## src/rtl/npc_ctrl_fsm.sv

```systemverilog
`default_nettype none
// ============================================================================
//  Module      : npc_ctrl_fsm
//  Description : Multi-cycle sequencer for the RV64 NPC core. Steps each
//                instruction through FETCH, DECODE, EXEC, MEM and WB. It owns
//                the PC and the retired-instruction counter, and it drives the
//                IR load, register-file write and data-memory strobes from the
//                latched opcode. The core halts on ebreak. It traps on an
//                illegal opcode or on a memory handshake timeout.
//  Ports       : clk, rst          - clock, async active-high reset
//                opcode            - inst[6:0], sampled in DECODE
//                next_pc           - execute's PC result, used in MEM/WB
//                ifetch_ack        - instruction memory handshake
//                dmem_ack          - data memory handshake
//                pc, instret       - architectural PC / retired count
//                ifetch_req, ir_we, dmem_req, dmem_we, rf_we - strobes
//                halt, trap        - sticky terminal indications
//                state             - debug state code
//  Revision    : 1.0 - initial release
// ============================================================================
module npc_ctrl_fsm #(
    parameter logic [63:0] RESET_PC    = 64'h8000_0000,
    parameter int          MEM_TIMEOUT = 16
) (
    input  logic        clk,
    input  logic        rst,
    input  logic [6:0]  opcode,
    input  logic [63:0] next_pc,
    input  logic        ifetch_ack,
    input  logic        dmem_ack,
    output logic [63:0] pc,
    output logic        ifetch_req,
    output logic        ir_we,
    output logic        dmem_req,
    output logic        dmem_we,
    output logic        rf_we,
    output logic        halt,
    output logic        trap,
    output logic [2:0]  state,
    output logic [63:0] instret
);

    typedef enum logic [2:0] {
        S_FETCH  = 3'd0,
        S_DECODE = 3'd1,
        S_EXEC   = 3'd2,
        S_MEM    = 3'd3,
        S_WB     = 3'd4,
        S_HALT   = 3'd5,
        S_TRAP   = 3'd6
    } state_t;

    localparam logic [6:0] c_OP_LOAD   = 7'b0000011;
    localparam logic [6:0] c_OP_IMM    = 7'b0010011;
    localparam logic [6:0] c_OP_STORE  = 7'b0100011;
    localparam logic [6:0] c_OP_AUIPC  = 7'b0010111;
    localparam logic [6:0] c_OP_JAL    = 7'b1101111;
    localparam logic [6:0] c_OP_JALR   = 7'b1100111;
    localparam logic [6:0] c_OP_OP32   = 7'b0111011;
    localparam logic [6:0] c_OP_OP     = 7'b0110011;
    localparam logic [6:0] c_OP_BRANCH = 7'b1100011;
    localparam logic [6:0] c_OP_SYSTEM = 7'b1110011;

    // The counter only has to reach MEM_TIMEOUT-1 before the trap fires.
    localparam int CNT_W = (MEM_TIMEOUT > 1) ? $clog2(MEM_TIMEOUT) : 1;
    localparam logic [CNT_W-1:0] c_WAIT_LAST =
        CNT_W'((MEM_TIMEOUT > 0) ? (MEM_TIMEOUT - 1) : 0);

    state_t           r_state;
    logic [6:0]       r_op;
    logic [CNT_W-1:0] r_wait_cnt;
    logic [63:0]      r_pc;
    logic [63:0]      r_instret;

    logic w_legal;
    logic w_timeout;

    always_comb begin
        w_legal = 1'b0;
        case (opcode)
            c_OP_LOAD, c_OP_IMM, c_OP_STORE, c_OP_AUIPC, c_OP_JAL,
            c_OP_JALR, c_OP_OP32, c_OP_OP, c_OP_BRANCH: w_legal = 1'b1;
            default:                                    w_legal = 1'b0;
        endcase
    end

    // A timeout of 0 means the handshake may wait forever.
    assign w_timeout = (MEM_TIMEOUT != 0) && (r_wait_cnt == c_WAIT_LAST);

    always_ff @(posedge clk or posedge rst) begin
        if (rst) begin
            r_state    <= S_FETCH;
            r_op       <= 7'd0;
            r_wait_cnt <= '0;
            r_pc       <= RESET_PC;
            r_instret  <= 64'd0;
        end else begin
            case (r_state)
                S_FETCH: begin
                    // An ack in the last allowed cycle still wins over the trap.
                    if (ifetch_ack) begin
                        r_state    <= S_DECODE;
                        r_wait_cnt <= '0;
                    end else if (w_timeout) begin
                        r_state    <= S_TRAP;
                        r_wait_cnt <= '0;
                    end else begin
                        r_wait_cnt <= r_wait_cnt + CNT_W'(1);
                    end
                end
                S_DECODE: begin
                    r_op       <= opcode;
                    r_wait_cnt <= '0;
                    if (opcode == c_OP_SYSTEM) begin
                        r_state <= S_HALT;
                    end else if (w_legal) begin
                        r_state <= S_EXEC;
                    end else begin
                        r_state <= S_TRAP;
                    end
                end
                S_EXEC: begin
                    r_wait_cnt <= '0;
                    if (r_op == c_OP_LOAD || r_op == c_OP_STORE) begin
                        r_state <= S_MEM;
                    end else begin
                        r_state <= S_WB;
                    end
                end
                S_MEM: begin
                    if (dmem_ack) begin
                        r_wait_cnt <= '0;
                        // A store has nothing to write back, so it retires here.
                        if (r_op == c_OP_STORE) begin
                            r_pc      <= next_pc;
                            r_instret <= r_instret + 64'd1;
                            r_state   <= S_FETCH;
                        end else begin
                            r_state   <= S_WB;
                        end
                    end else if (w_timeout) begin
                        r_state    <= S_TRAP;
                        r_wait_cnt <= '0;
                    end else begin
                        r_wait_cnt <= r_wait_cnt + CNT_W'(1);
                    end
                end
                S_WB: begin
                    r_pc       <= next_pc;
                    r_instret  <= r_instret + 64'd1;
                    r_wait_cnt <= '0;
                    r_state    <= S_FETCH;
                end
                S_HALT, S_TRAP: begin
                    r_state <= r_state;
                end
                default: begin
                    r_state    <= S_TRAP;
                    r_wait_cnt <= '0;
                end
            endcase
        end
    end

    // Strobes are decoded from registered state only. The single exception is
    // ir_we, which must follow the fetch ack in the same cycle.
    always_comb begin
        ifetch_req = 1'b0;
        ir_we      = 1'b0;
        dmem_req   = 1'b0;
        dmem_we    = 1'b0;
        rf_we      = 1'b0;
        halt       = 1'b0;
        trap       = 1'b0;
        case (r_state)
            S_FETCH: begin
                ifetch_req = 1'b1;
                ir_we      = ifetch_ack;
            end
            S_MEM: begin
                dmem_req = 1'b1;
                dmem_we  = (r_op == c_OP_STORE);
            end
            S_WB:    rf_we = (r_op != c_OP_BRANCH);
            S_HALT:  halt  = 1'b1;
            S_TRAP:  trap  = 1'b1;
            default: ;
        endcase
    end

    assign pc      = r_pc;
    assign instret = r_instret;
    assign state   = r_state;

endmodule
`default_nettype wire

```

## config.mk

```make
export PLATFORM = sky130hd
export DESIGN_NAME = npc_ctrl_fsm
export DESIGN_NICKNAME = d
export VERILOG_FILES = /design/src/rtl/npc_ctrl_fsm.sv
export SDC_FILE = /design/constraint.sdc
export NUM_CORES = 1
export LEC_CHECK = 0
export BUFFER_PORTS_ARGS = -buffer_cell sky130_fd_sc_hd__buf_4
export CORE_UTILIZATION = 30
export CTS_BUF_LIST = sky130_fd_sc_hd__clkbuf_4 sky130_fd_sc_hd__clkbuf_8 sky130_fd_sc_hd__clkbuf_16
export CTS_CLUSTER_SIZE = 40
export DETAILED_ROUTE_END_ITERATION = 10
export PLACE_DENSITY = 0.59
export REMOVE_ABC_BUFFERS = 1
export SLEW_MARGIN = 10
export SYNTH_ARGS = -nofsm -noshare
export SYNTH_HDL_FRONTEND = slang
export SYNTH_SLANG_ARGS = --single-unit
```

## constraint.sdc

```tcl
create_clock -name clk -period 4.6 [get_ports clk]
set_clock_uncertainty 0.1 [all_clocks]
set_input_delay 0.46 -clock clk [delete_from_list [all_inputs] [get_ports clk]]
set_output_delay 0.46 -clock clk [all_outputs]
set_load 0.1 [all_outputs]
```

### Yosys cells after proc, flatten, opt, wreduce, memory -nomap -nowiden

Cells that the tools add are included.

* reductions and logical operators: 6
* $add $sub $neg: 2
* eq/ne operators: 22
* mux-type cells: 26

Operators by type and width (number)
* $mux W64: 4
* $pmux W64 S2: 2
* $add A64 B1 Y64 const B: 1
* $eq A7 B6 Y1 const B: 4
* $eq A7 B7 Y1 const B: 4
* $mux W3: 7
* $pmux W3 S6: 1
* $eq A7 B2 Y1 const B: 2
* $eq A7 B5 Y1 const B: 2
* $mux W4: 3
* $pmux W4 S3: 1
* $eq A3 B3 Y1 const B: 3
* $reduce_or A9 Y1: 1
* $mux W1: 8
* $ne A7 B7 Y1 const B: 1
* $eq A3 B2 Y1 const B: 2
* $add A4 B1 Y4 const B: 1
* $eq A4 B4 Y1 const B: 1
* $ne A2 B2 Y1 const B: 2
* $eq A3 B1 Y1 const B: 1
* $logic_not A3 Y1: 1
* $reduce_and A3 Y1: 1
* $reduce_bool A2 Y1: 1
* $reduce_or A2 Y1: 1
* $logic_or A1 B1 Y1: 1

* output and inout bits: 138
* input port bits: 75
* flip-flop bits (word level): 142
* word-level logic and storage cells: 61

### Logic depth before layout (Yosys ltp)

Gate-level depths: netlist of run 1.

* word-level depth: 6
* gate-level depth with buffers: 9
* depth with buffers taken out: 6

### Least setup slack after synthesis of run 1

OpenSTA, ideal clock, no wires.

* kind: register to output
* start point: register r_state[2], in the netlist state[2]
* end point: output ir_we
* setup slack: -0.289 ns
* required time: 4.040 ns
* arrival: 4.329 ns
* stages on the path, launching flop included: 4
* buffers on the path: 2
* cells stage by stage: dfrtp_1 clkbuf_2 clkbuf_1 nor4b_1

* longest elaborated chain between the ends: 2

Ends and longest elaborated chain
* start, declared: line 69 `state_t r_state;`
* start signal, assigned: line 155 `r_state <= r_state;`
* $logic_not A3 Y1: line 175 `case (r_state)`
* $mux W1: line 175
* end, declared: line 33 `output logic ir_we,`

No other way between the ends.

### Worst setup path after layout of run 1

* start point: register r_state[2], in the netlist state[2]
* end point: register r_pc[32], in the netlist pc[32]

* longest elaborated chain between the ends: 3
* elaborated cells between the ends (all ways): 7
* those cells by class: eq/ne (4); mux (1); reduce/logical (2)

Ends and longest elaborated chain
* $eq A3 B2 Y1 / $eq A3 B3 Y1 (equally long branches): line 98 `case (r_state)`
* $ne A2 B2 Y1 (no source line) / $reduce_bool A2 Y1 (equally long branches)
* $reduce_and A3 Y1 (no source line)
* end signal, assigned: line 135 `r_pc <= next_pc;`
* end signal, assigned: line 149 `r_pc <= next_pc;`
* end, declared: line 72 `logic [63:0] r_pc;`

Several ways; a longest one is shown, not always the timed one.
A chain may end at the register's enable or synchronous reset.

==> results of run 1 <==
worst max path at each step:
stage	from	end	slack [ns]	cells past startpoint
after floorplan	state[2]$_DFFE_PP0N_	ir_we	-0.11	1
after global placement	state[2]$_DFFE_PP0N_	pc[14]$_DFFE_PP0P_	1.71	6
after detailed placement	state[2]$_DFFE_PP0N_	pc[3]$_DFFE_PP0P_	1.64	6
after CTS	state[2]$_DFFE_PP0N_	pc[3]$_DFFE_PP0P_	1.61	6
after global routing	state[2]$_DFFE_PP0N_	pc[11]$_DFFE_PP0P_	1.39	6
final	state[2]$_DFFE_PP0N_	pc[32]$_DFFE_PP0P_	1.63	6
metrics by stage:
step	setup slack (ns)	util
2_1_floorplan	-0.114	-
3_3_place_gp	1.71	0.394
3_5_place_dp	1.64	0.394
4_1_cts	1.61	0.421
5_1_grt	1.39	0.421
6_report	1.63	0.421
layer usage:
layer,vias to the layer above,part of all wire
met2,121,0.50
li1,2630,-
met4,0,0.018
met1,2611,0.44
met3,17,0.042
met5,-,0
sequential cells by signal, summed over array words and instances (netlist names):
name and count:
instret 64, pc 64, r_op 7, r_wait_cnt 4, state 3
worst max-delay path: stages, from the launching register on:
cell and delay (ns):
dfrtp_1 0.56, nand4b_1 0.35, nor3_4 0.50, or2_2 0.67
buf_4 0.50, nand2_1 0.12, nand2_1 0.07
power groups by stage:
stage                     Combinational [mW]  Clock [mW]  Sequential (mW)
final                                   3.75        1.33             1.85
after global routing                    3.92        1.43             1.89
after CTS                               3.78        1.38             1.85
after detailed placement                3.78           0             1.87
after global placement                  3.75           0             1.86
after floorplan                        0.789           0             4.00
final cells by class:
type,count,area (sq um),share of cell area
timing repair buffer,217,1630,0.183
clock buffer,20,460,0.0518
clock inverter,12,109,0.0122
inverter,12,50.0,0.00563
sequential,142,3550,0.400
tap,275,344,0.0387
multi-input combinational,491,2740,0.308
cell usage in the layout, fill, tap and decap left out, types with 6 or more instances in the layout:
| cell type | instances |
|---|---|
| xor2_1 | 44 |
| xnor2_1 | 19 |
| nand4_1 | 17 |
| inv_1 | 11 |
| nor3_1 | 22 |
| and3_1 | 10 |
| nor2b_1 | 6 |
| nor2_1 | 33 |
| nand2_1 | 234 |
| nand3_1 | 27 |
| clkbuf_16 | 17 |
| dfrtp_1 | 141 |
| o21ai_0 | 6 |
| buf_4 | 217 |
| mux2_2 | 7 |
| nor3_2 | 10 |
| nor4_1 | 6 |
logic make-up (layout without fill, tap and decap cells):
kind of cell,after synthesis,count (layout)
AOI/OAI and AO/OA,25,25
adders and majority gates,2,2
DFF,142,142
xor gates and xnor gates,63,63
and+or+nand+nor,394,394
buffers and inverters,38,261
muxes,7,7
==> qor.yml, run 1 <==
met2_usage: 0.266
layout-drive-gt1-share: 0.322
synth_edf_count: 0
synth_flop_cell: "dfrtp_1"
placed_area_sq_um: 8320
p_clk_frac: 0.192
globalRoute.busiestLayer: "met2"
overflow: 0
r2r-start: "state[2]$_DFFE_PP0N_"
cts_setup_buffers: 0
wl_per_cell_um: 15.1
p_comb_frac: 0.541
async_flop_share: 1.00
die_x_um: 149
synth_cell_types: 58
initial_core_util: 0.308
syn_avg_cell_area_sq_um: 9.67
portBuffers: 212
grt_use_met3: 0.0339
synth.largest_area_cell: "dfrtp_1"
htreeDepth: 4
nFillCells: 2100
dp_cells: 1137
setup_violations: 0
grt_antenna_before_repair: 0
ys_top_cells_by_area: "dfrtp_1, nand2_1, xor2_1"
tns_ns: 0
crit_type: "reg2reg"
core_sq_um: 21100
synth.most_common_cell: "nand2_1"
total_power_mw: 6.93
nets: 958
grt_max_degree: 62
report.final.slew_viol_count: 0
period_needed_ns: 2.97
p_sw_mw: 3.83
num_antenna_cells: 0
clk-insertion-delay-late_ns: 0.41
startpoint_type: "flip-flop"
rows: 53
use_met1: 0.214
drtPass1Iterations: 4
gp_congestion: 0.773
synth_top_area_frac: 0.544
cts.clk_slew.worst_paths_ns: 0.07
cts_resized: 0
synth.area.mux_share: 0.0122
p_per_area_nw_per_um2: 780
finalNonFillerCells: 1169
synth-xor-area-share: 0.0851
synthSimpleGateAreaFrac: 0.291
hold_class: "in2async"
period_share: 0.646
synth_top_family_by_area: "simple AND/OR/NAND/NOR gates"
grt_pass1_wl_mm: 28.1
internal_power_mw: 3.10
cap_violations: 0
first_global_vias: 5146
cp.required_ns: 4.85
dp_hpwl_mm: 12.6
design.die.area_sq_um: 22200
tritoncts: "built"
area_growth_pct: 37.0
ir_worst_vdd_mv: 0.556
rrSetupSlack_ns: 1.63
grt_usage: 0.163
worst-r2r-cell-count: 6
vias: 5379
clockBufferDepth: 2
cts_hold_buf: 0
whs_ns: 0.00700
syn-cell-area_sq_um: 6490
drt_wl_total_mm: 17.6
path_max_fanout: 40
cts.sinks: 142
cp.arrival_ns: 3.22
power.leakage_nw: 4.68
via_per_inst: 4.60
worst_setup_path_end_kind: "flip-flop"
seq_power_share: 0.267
ys_seq_elements: 142
r2r_end: "pc[32]$_DFFE_PP0P_"
drc: 0
root_buffer: "clkbuf_16"
ant_nets: 0
netlist_top_cells_count: "nand2_1, dfrtp_1, xor2_1"
hold_viol: 0
design_area_sq_um: 8890
syn_inst: 671
rsz0062_at_grt: "false"
seq_area_frac_synth: 0.548
tightest_slew_ns: 0.900
timing.fmax_ghz: 0.337
cts_made_buffers: 17
synthAdderAreaFrac: 0.00386
synth_compound_area_frac: 0.0299
fp.dieH_um: 149
pin_count: 213
drt_iter0_markers: 242
status: "finished, final reports clean"
ys_warn_count: 0
slew_headroom: 0.400
switching_share: 0.552
(Power assumes the default switching activity.)
==> inputs of run 2 (changes only) <==
--- a/config.mk
+++ b/config.mk
@@ -10,7 +10,7 @@
 export CTS_BUF_LIST = sky130_fd_sc_hd__clkbuf_4 sky130_fd_sc_hd__clkbuf_8 sky130_fd_sc_hd__clkbuf_16
 export CTS_CLUSTER_SIZE = 40
 export DETAILED_ROUTE_END_ITERATION = 10
-export PLACE_DENSITY = 0.59
+export PLACE_DENSITY = 0.57
 export REMOVE_ABC_BUFFERS = 1
 export SLEW_MARGIN = 10
 export SYNTH_ARGS = -nofsm -noshare
==> constraint.sdc (replaced) <==
create_clock -name clk -period 2.85 [get_ports clk]
set_clock_uncertainty 0.1 [all_clocks]
set_input_delay 0.285 -clock clk [delete_from_list [all_inputs] [get_ports clk]]
set_output_delay 0.285 -clock clk [all_outputs]
set_load 0.1 [all_outputs]
==> run 2 against run 1 <==
Maximum frequency rose by 14%. Combinational power rose by 68%. Sequential power rose by 58%. Sequential cell count did not move. Final area rose by 9.3%. Global-route usage rose by 0.72 points. Utilization rose by 3.9 points. Critical endpoint is now instret[46]$_DFFE_PP0P_. Largest power group unchanged. Highest routed layer unchanged.
==> qor.yml, run 2 (synthesized netlist as in run 1, its figures left out) <==
drt_wl_total_mm: 18.5
cts_made_buffers: 17
rows: 53
drt_iter0_markers: 239
p_per_area_nw_per_um2: 1190
p_sw_mw: 6.21
nFillCells: 2046
htreeDepth: 4
report.final.slew_viol_count: 0
cp.required_ns: 3.09
setup_violations: 0
worst_setup_path_end_kind: "flip-flop"
cp.arrival_ns: 2.85
num_antenna_cells: 0
p_clk_frac: 0.203
first_global_vias: 5577
slowest_stage: "or4b_4"
layout-drive-gt1-share: 0.305
pin_count: 213
die_x_um: 149
cp_slowest_stage_delay_ns: 0.57
grt_pass1_wl_mm: 29.4
cts.clk_slew.worst_paths_ns: 0.06
drc: 0
rsz0062_at_grt: "false"
final_util: 0.460
period_needed_ns: 2.61
finalNonFillerCells: 1244
slew_headroom: 0.369
hold_class: "in2reg"
seq_area_sq_um: 3550
whs_ns: 0.0329
placed_area_sq_um: 8420
switching_share: 0.537
hold_viol: 0
design_area_sq_um: 9710
root_buffer: "clkbuf_16"
fp.dieH_um: 149
tritoncts: "built"
grt_usage: 0.170
internal_power_mw: 5.35
path_max_fanout: 13
cts_setup_buffers: 0
ant_nets: 0
total_power_mw: 11.6
multi_input_area_sq_um: 2740
area_growth_pct: 49.7
cts_resized: 0
dp_hpwl_mm: 12.8
tightest_slew_ns: 0.946
p_comb_frac: 0.545
grt_max_degree: 61
cts.sinks: 142
design.die.area_sq_um: 22200
timing.fmax_ghz: 0.383
dp_cells: 1145
cap_violations: 0
overflow: 0
clockBufferDepth: 2
grt_antenna_before_repair: 0
nets: 1033
layout_commonest_cell: "nand2_1"
seq_power_share: 0.252
clk-insertion-delay-late_ns: 0.41
period_share: 0.917
via_per_inst: 4.57
vias: 5689
ir_worst_vdd_mv: 0.998
layout_common_cells: "nand2_1, buf_4, dfrtp_1"
crit_type: "reg2reg"
power.leakage_nw: 5.03
drtPass1Iterations: 4
core_sq_um: 21100
initial_core_util: 0.308
portBuffers: 212
startpoint_type: "flip-flop"
status: "finished, final reports clean"
crit_chain: "or4b_4 > nor3_4 > o2111ai_2 > nor4_2 > xor2_1"
wl_per_cell_um: 14.9
gp_congestion: 0.767
[run 2: cell count changes in the layout (fill, tap and decap cells not counted), sizes merged]
cell / change
dlygate4sd3: +67
buf: +8
inv: -4
bufinv: +2
clkbuf: +2
clkinv: -1
clkinvlp: +1
[run 2: critical path, delay by kind of cell (launching register included)]
| family | cells | cell delay, ns |
|---|---|---|
| compound gates | 1 | 0.50 |
| xor+xnor | 1 | 0.16 |
| flops | 1 | 0.40 |
| simple gates | 3 | 1.38 |
[run 2: area by class of cell]
| class | instances | share of cell area |
|---|---|---|
| inverter | 12 | 0.00515 |
| multi-input combinational | 491 | 0.282 |
| clock inverter | 10 | 0.0140 |
| timing repair buffer | 292 | 0.247 |
| sequential | 142 | 0.366 |
| clock buffer | 22 | 0.0503 |
| tap | 275 | 0.0354 |
[run 2: routing by layer]
metal,GRT usage,vias up,part of all wire
li1,-,2777,-
met1,0.224,2732,0.45
met2,0.269,145,0.48
met3,0.0364,35,0.043
met4,0.0724,0,0.029
met5,0,-,0
[run 2: worst paths after layout]
check                                     from                       to  slack, ns  cells after the start
max                        r_op[2]$_DFFE_PP0P_  instret[46]$_DFFE_PP0P_       0.24                      5
min                                  opcode[2]      r_op[2]$_DFFE_PP0P_       0.03                      2
max reg2reg                r_op[2]$_DFFE_PP0P_  instret[46]$_DFFE_PP0P_       0.24                      5
min reg2reg                 pc[31]$_DFFE_PP1P_       pc[31]$_DFFE_PP1P_       0.36                      2
max in group asynchronous                  rst  instret[35]$_DFFE_PP0P_       1.56                      4
min in group asynchronous                  rst       pc[33]$_DFFE_PP0P_       0.39                      3
[run 2: repair_timing]
item,in CTS,in global routing
setup endpoints to repair,0,0
hold buffers,67,0
endpoints found under the hold margin,114,0
[run 2: power groups by stage]
stage / Combinational, mW / Clock, mW / Sequential, mW
5_1_grt: 6.57 / 2.50 / 2.99
4_1_cts: 6.32 / 2.40 / 2.92
6_report: 6.29 / 2.34 / 2.92
3_3_place_gp: 6.21 / 0 / 2.94
2_1_floorplan: 1.27 / 0 / 6.45
3_5_place_dp: 6.24 / 0 / 2.95
[run 2: metrics by stage]
step | TNS (ns) | setup slack (ns)
4_1_cts | 0 | 0.238
6_report | 0 | 0.236
3_3_place_gp | 0 | 0.276
5_1_grt | 0 | 0.144
3_5_place_dp | 0 | 0.258
2_1_floorplan | -247.85 | -1.69
==> inputs of run 3 (changes only) <==
--- a/config.mk
+++ b/config.mk
@@ -10,6 +10,7 @@
 export CTS_BUF_LIST = sky130_fd_sc_hd__clkbuf_4 sky130_fd_sc_hd__clkbuf_8 sky130_fd_sc_hd__clkbuf_16
 export CTS_CLUSTER_SIZE = 40
 export DETAILED_ROUTE_END_ITERATION = 10
+export HOLD_SLACK_MARGIN = 0.06
 export PLACE_DENSITY = 0.57
 export REMOVE_ABC_BUFFERS = 1
 export SLEW_MARGIN = 10
==> run 3 against run 2 <==
Sequential power hardly changed. Largest power group unchanged. Final area increased by 0.41%. Register-to-register slack about the same. Routed wire length up 0.16%. Via count grew 0.63%. Maximum frequency increased by 0.56%. Hold slack improved by 0.068 ns. Global-route usage barely moved. Worst setup slack improved by 0.014 ns. Clock-buffer cell count did not move. Clock power barely moved.
==> qor.yml, run 3 (synthesized netlist as in run 1, its figures left out) <==
layout-drive-gt1-share: 0.304
slowest_stage: "or4b_4"
crit_chain: "or4b_4 > nor3_4 > o2111ai_2 > nor4_2 > xor2_1"
status: "finished, final reports clean"
seq_power_share: 0.252
slew_headroom: 0.367
setup_violations: 0
htreeDepth: 4
cap_violations: 0
layout_common_cells: "nand2_1, buf_4, dfrtp_1"
grt_usage: 0.170
cts.sinks: 142
whs_ns: 0.101
nFillCells: 2046
area_growth_pct: 50.3
pin_count: 213
die_x_um: 149
cp.required_ns: 3.09
r2r-start: "r_op[2]$_DFFE_PP0P_"
worst_setup_path_end_kind: "flip-flop"
cp_num_buf_inv: 0
final_util: 0.462
cts_made_buffers: 17
portBuffers: 212
p_comb_frac: 0.545
root_buffer: "clkbuf_16"
tightest_slew_ns: 0.950
clockBufferDepth: 2
crit_family: "simple AND/OR/NAND/NOR gates"
rsz0062_at_grt: "false"
hold_viol: 0
num_antenna_cells: 0
min_to: "r_op[6]$_DFFE_PP0P_"
p_clk_frac: 0.203
period_share: 0.912
ant_nets: 0
p_sw_mw: 6.21
startpoint_type: "flip-flop"
whs_path_depth: 2
crit_type: "reg2reg"
grt_max_degree: 61
first_global_vias: 5592
hold_class: "in2reg"
grt_pass1_wl_mm: 29.5
switching_share: 0.537
via_per_inst: 4.59
internal_power_mw: 5.35
dp_hpwl_mm: 12.8
wl_per_cell_um: 14.9
tritoncts: "built"
cp_slowest_stage_delay_ns: 0.57
layout_commonest_cell: "nand2_1"
drt_iter0_markers: 243
gp_congestion: 0.767
report.final.slew_viol_count: 0
worstHoldStart: "opcode[6]"
power.leakage_nw: 5.05
seq_area_sq_um: 3550
cts_setup_buffers: 0
fp.dieH_um: 149
cts.clk_slew.worst_paths_ns: 0.06
drt_wl_total_mm: 18.6
rows: 53
drc: 0
timing.fmax_ghz: 0.385
rrSetupSlack_ns: 0.25
period_needed_ns: 2.60
initial_core_util: 0.308
core_sq_um: 21100
ir_worst_vdd_mv: 0.998
cp.arrival_ns: 2.84
overflow: 0
drtPass1Iterations: 4
r2r_end: "instret[46]$_DFFE_PP0P_"
p_per_area_nw_per_um2: 1190
clk-insertion-delay-late_ns: 0.41
worst-r2r-cell-count: 5
vias: 5725
path_max_fanout: 13
grt_antenna_before_repair: 0
nets: 1037
multi_input_area_sq_um: 2740
design.die.area_sq_um: 22200
-- run 3: how the worst max path moves through the flow --
| stage | from | endpoint | slack [ns] | cells past startpoint |
|---|---|---|---|---|
| 6_report | r_op[2]$_DFFE_PP0P_ | instret[46]$_DFFE_PP0P_ | 0.25 | 5 |
| 5_1_grt | r_op[2]$_DFFE_PP0P_ | instret[46]$_DFFE_PP0P_ | 0.14 | 5 |
| 4_1_cts | r_op[2]$_DFFE_PP0P_ | instret[46]$_DFFE_PP0P_ | 0.24 | 5 |
| 3_5_place_dp | r_op[2]$_DFFE_PP0P_ | instret[46]$_DFFE_PP0P_ | 0.26 | 5 |
| 3_3_place_gp | r_op[2]$_DFFE_PP0P_ | instret[46]$_DFFE_PP0P_ | 0.28 | 5 |
| 2_1_floorplan | state[2]$_DFFE_PP0N_ | ir_we | -1.69 | 1 |
-- run 3: timing repair --
item / in CTS / in global routing
hold buffers: 71 / 0
hold endpoints to repair: 118 / 0
resized for setup: 0 / 0
-- run 3: layer usage --
layer / wire length (um) / global-route usage / part of all wire / vias up
met3: 820 / 0.0364 / 0.044 / 35
met1: 8300 / 0.224 / 0.45 / 2748
li1: - / - / - / 2786
met5: 0 / 0 / 0 / -
met4: 530 / 0.0724 / 0.029 / 0
met2: 8900 / 0.269 / 0.48 / 156
-- run 3: power by group through the flow --
stage	Combinational, mW	Clock [mW]	Sequential [mW]
after floorplan	1.27	0	6.45
after global placement	6.21	0	2.94
after detailed placement	6.24	0	2.95
after CTS	6.33	2.40	2.92
after global routing	6.58	2.50	2.99
final	6.30	2.34	2.92
-- run 3: metrics by stage --
step	worst slack (ns)	std cells	TNS [ns]	instance area (sq um)	total power, mW
3_5_place_dp	0.258	1145	0	8420	9.19
2_1_floorplan	-1.69	645	-247.85	6330	7.73
6_report	0.251	1248	0	9750	11.6
5_1_grt	0.144	1248	0	9750	12.1
3_3_place_gp	0.276	1145	0	8420	9.15
4_1_cts	0.238	1248	0	9750	11.6
-- run 3: cell type report --
type                       instances  share of cell area
inverter                          12             0.00513
timing repair buffer             296               0.250
tap                              275              0.0353
clock inverter                    10              0.0140
sequential                       142               0.365
clock buffer                      22              0.0500
multi-input combinational        491               0.281
